**src/rtl/ring_shift_counter.sv**
```systemverilog
// ring_shift_counter: rotate/shift/count/Johnson register with free-run and fixed-length burst stepping
module ring_shift_counter #(
  parameter int WIDTH = 4,
  parameter logic [WIDTH-1:0] RESET_VALUE = 1,
  parameter int CNT_W = 8
) (
  input  logic             clock_i,
  input  logic             reset_i,
  input  logic             load_i,
  input  logic [WIDTH-1:0] data_i,
  input  logic [2:0]       mode_i,
  input  logic             serial_in_i,
  input  logic             enable_i,
  input  logic             start_i,
  input  logic [CNT_W-1:0] steps_i,
  output logic [WIDTH-1:0] count_o,
  output logic             busy_o,
  output logic             done_o,
  output logic             wrap_o
);
  typedef enum logic [1:0] {IDLE, RUN, DONE} state_t;
  state_t state_q, state_d;
  logic [WIDTH-1:0] count_q, count_d, step_val;
  logic [CNT_W-1:0] rem_q, rem_d;
  logic wrap_q, wrap_d, step_wrap;
  // one step of the selected operation and whether that step wraps
  always_comb begin
    step_val = mode_i == 3'd1 ? {count_q[WIDTH-2:0], count_q[WIDTH-1]} :
               mode_i == 3'd2 ? {count_q[0], count_q[WIDTH-1:1]} :
               mode_i == 3'd3 ? {count_q[WIDTH-2:0], serial_in_i} :
               mode_i == 3'd4 ? {serial_in_i, count_q[WIDTH-1:1]} :
               mode_i == 3'd5 ? count_q + WIDTH'(1) :
               mode_i == 3'd6 ? count_q - WIDTH'(1) :
               mode_i == 3'd7 ? {count_q[WIDTH-2:0], ~count_q[WIDTH-1]} : count_q;
    step_wrap = (mode_i == 3'd1 || mode_i == 3'd2 || mode_i == 3'd7) ? step_val == RESET_VALUE :
                mode_i == 3'd5 ? &count_q :
                mode_i == 3'd6 ? ~|count_q : 1'b0;
  end
  // next state: load overrides everything and aborts a burst without a done pulse
  always_comb begin
    state_d = state_q;
    count_d = count_q;
    rem_d   = rem_q;
    wrap_d  = 1'b0;
    if (load_i) begin
      count_d = data_i;
      state_d = IDLE;
    end else if (state_q == IDLE && start_i) begin
      rem_d   = steps_i;
      state_d = steps_i == '0 ? DONE : RUN;
    end else if (state_q == RUN || (state_q == IDLE && enable_i)) begin
      count_d = step_val;
      wrap_d  = step_wrap;
      if (state_q == RUN) begin
        rem_d   = rem_q - CNT_W'(1);
        state_d = rem_q == CNT_W'(1) ? DONE : RUN;
      end
    end else if (state_q == DONE) begin
      state_d = IDLE;
    end
  end
  // state registers with synchronous reset
  always_ff @(posedge clock_i) begin
    if (reset_i) begin
      state_q <= IDLE;
      count_q <= RESET_VALUE;
      rem_q   <= '0;
      wrap_q  <= 1'b0;
    end else begin
      state_q <= state_d;
      count_q <= count_d;
      rem_q   <= rem_d;
      wrap_q  <= wrap_d;
    end
  end
  assign count_o = count_q;
  assign wrap_o  = wrap_q;
  assign busy_o  = state_q == RUN;
  assign done_o  = state_q == DONE;
endmodule

```
**config.mk**
```make
export PLATFORM = sky130hd
export DESIGN_NAME = ring_shift_counter
export DESIGN_NICKNAME = d
export VERILOG_FILES = /design/src/rtl/ring_shift_counter.sv
export SDC_FILE = /design/constraint.sdc
export NUM_CORES = 1
export LEC_CHECK = 0
export BUFFER_PORTS_ARGS = -buffer_cell sky130_fd_sc_hd__buf_4
export CAP_MARGIN = 20
export CORE_ASPECT_RATIO = 1.2
export CORE_MARGIN = 2
export CORE_UTILIZATION = 40
export CTS_CLUSTER_SIZE = 24
export DETAILED_ROUTE_END_ITERATION = 6
export GPL_TIMING_DRIVEN = 0
export PLACE_DENSITY_LB_ADDON = 0.1
export SETUP_SLACK_MARGIN = 0.05
export SLEW_MARGIN = 30
export SYNTH_ARGS = -nofsm -noshare
export SYNTH_HDL_FRONTEND = slang
export SYNTH_SLANG_ARGS = --single-unit
```
**constraint.sdc**
```tcl
create_clock -name clock_i -period 3.65 [get_ports clock_i]
set_input_delay 0.365 -clock clock_i [delete_from_list [all_inputs] [get_ports clock_i]]
set_output_delay 0.365 -clock clock_i [all_outputs]
set_load 0.005 [all_outputs]
```
==> summary.md <==
| Metric | Value |
|---|---|
| Outcome | `completed` |
| Sequential area share after synthesis | `23.3%` |
| Initial antenna violation count | `0` |
| Unrepaired setup endpoints after global routing | `false` |
| Clk_skew | `3.50 ps` |
| CTS sink count | `15` |
| Die Span Y | `66.2 um` |
| Yosys reg bits | `15` |
| Post-CTS Setup Inserts | `0` |
| Pwr Total | `0.450 mW` |
| Met2 usage | `36.6%` |
| Fin nets | `241` |
| Worst hold slack | `253 ps` |
| Met1 usage | `20.0%` |
| Max transition margin | `55.0%` |
| Initial DRT Pass Iterations | `4` |
| Worst R2R Path Depth | `6` |
| Later-pin clock latency in the skew report | `290 ps` |
| FMAX | `527 MHz` |
| Worst r2r src | `count_o[3]` |
| Final WS setup | `1750 ps` |
| Period minus WS final | `1900 ps` |
| Post-Place Setup Slack | `1690 ps` |
| Worst Path Required | `3880 ps` |
| Global Route met3 Usage | `2.94%` |
| Syn_area_per_cell | `6.96 sq um` |
| Top FF cell, synth | `dfxtp_1` |
| H-tree Lvls | `1` |
| Vias post-DR | `1481` |
| DP Area | `1520 sq um` |
| Root buffer cell | `clkbuf_4` |
| Largest area contributor in the netlist | `dfxtp_1` |
| Die Width | `55.8 um` |
| Port bufs | `25` |
| Final core occ | `50.6%` |
| Initial Util | `42.1%` |
| CP Capture Point | `wrap_o` |
| Worst vdd ir | `0.212 mV` |
| Layout cell share with drive strength beyond 1 | `18.2%` |
| R2r setup slk | `1750 ps` |
| Synth cell count leaders | `nand2_1 (25), nor2_1 (19), a21oi_1 (15), dfxtp_1 (15), inv_1 (9)` |
| EDFF count, synth | `0` |
| Non-Filler Instances | `250` |
| Syn. warnings | `0` |
| Most common cell in the netlist | `nand2_1` |
| Core footprint | `3060 sq um` |
| Lkg Pwr | `0.626 nW` |
| DRC errors left | `0` |
| Worst hold path class | `primary input to flip-flop` |
| CTS tree | `built` |
| CP Class | `flip-flop to flip-flop` |
| Worst slew pin tran | `670 ps` |
| Number of fill cells | `316` |
| GRT Resource Usage Total | `19.5%` |
| Mapped Cells | `185` |
| Estimated wirelength of the detail-placed design | `2.63 mm` |
| Placement row count | `22` |
| Synth unique cells | `46` |
| Post-route cell area | `1550 sq um` |
| Slew Limit Fails | `0` |
| Final hold vios | `0` |
| Final period utilization | `51.9%` |
| DP Cell Count | `246` |
| CP Launch Type | `flip-flop` |
| Overflow after GRT | `0` |
| Area grow syn2layout | `20.1%` |
| Vias in the first global route | `1401` |
| Max cap viols | `0` |
| WL/cell | `13.6 um` |
| Async S/R FF share, synth | `0%` |
| Top Ports | `28` |
| CTS Hold Bufs | `0` |
| Critical path origin | `count_o[3]` |
| Cell area after synthesis | `1290 sq um` |
| Post_cts resized | `0` |
| First-pass GRT wire length | `5.73 mm` |
| Vias per std cell | `5.92` |
| PwrDens | `291 nW/um^2` |
| Crit path DAT | `2130 ps` |
| Post-DRT Antenna Nets | `0` |
| Synth top area cells | `dfxtp_1 (23%), nand2_1 (7.3%), a21oi_1 (5.8%)` |
| Number of inserted diodes | `0` |
| Clk buf depth | `2` |
| CTS buffer count | `3` |
| Die Area | `3690 sq um` |
| Setup violations, final | `0` |
| Largest net degree at the start of global routing | `11` |
| Syn_nets | `211` |
| Top-area cell type share of the netlist area | `23.3%` |
| Final wirelength | `3.40 mm` |
| Max Fanout on Critical Path | `10` |
| Gr busiest metal | `met2` |
| CTS clk-pin slew, worst paths | `90 ps` |
| Number of DRC markers in iteration 0 | `63` |
| Final setup TNS | `0 ps` |
| Crit Reg-Reg Endpoint | `wrap_o` |
| CP endpoint kind | `flip-flop` |
| Gp weighted congestion | `0.918` |
==> worst min-delay path by stage <==
stage / from / endpoint / slack, ps / depth (start not counted)
after detailed placement: rem_q[2] / rem_q[2] / 490 / 2
final: reset_i / count_o[2] / 250 / 2
after floorplan: reset_i / count_o[2] / 430 / 1
after global routing: reset_i / count_o[2] / 240 / 2
after global placement: rem_q[2] / rem_q[2] / 480 / 2
after CTS: reset_i / count_o[2] / 250 / 2
==> layout make-up <==
cell class                      instances  area, sq um  area share (%)
Buffer                                 12         58.8            3.80
Clock buffer                            4         26.3            1.70
Inverter                               11         41.3            2.67
Multi-Input combinational cell        147          887            57.4
Sequential cell                        15          300            19.4
Tap cell                               36         45.0            2.91
Timing Repair Buffer                   25          188            12.1
==> routing by layer <==
layer,vias up,share of wire (%)
met5,-,0
met4,0,3.0
met3,11,5.9
met2,61,51
met1,674,40
li1,735,-
==> sequential cells by signal, indices dropped and copies added (netlist names) <==
| name | count |
|---|---|
| state_q | 2 |
| wrap_o | 1 |
| count_o | 4 |
| rem_q | 8 |
==> cell families (layout without fill, tap and decap cells) <==
family	after synthesis	count (layout)	synth area share [%]
DFF	15	15	23.3
buffers and inverters	23	52	7.77
AOI/OAI and AO/OA	66	66	34.8
adders and majority gates	5	5	4.86
muxes	2	2	1.55
and+or+nand+nor	74	74	27.7
==> where the power goes <==
group	switching [mW]	internal, mW
combinational	0.0915	0.0737
clock	0.0531	0.0426
sequential	0.0136	0.175
==> cell usage in the layout, fill, tap and decap left out, types with 6 or more instances in the layout <==
cell type,Yosys,final
a22oi_1,7,7
nand2_1,25,25
nor2_1,19,19
a21oi_1,15,15
dfxtp_1,15,15
inv_1,9,9
clkbuf_1,6,7
nor3_1,7,7
o21ai_0,6,6
buf_4,0,25
o21ai_1,8,8
==> worst max-delay path, cell delays in order (launching register included) <==
cell and delay, ps:
dfxtp_1 380, clkbuf_1 390, nand2_1 150, o32ai_1 270, a31oi_1 120, a41oi_1 310
a32o_1 220
No activity file was read; power rests on OpenSTA's default activity.
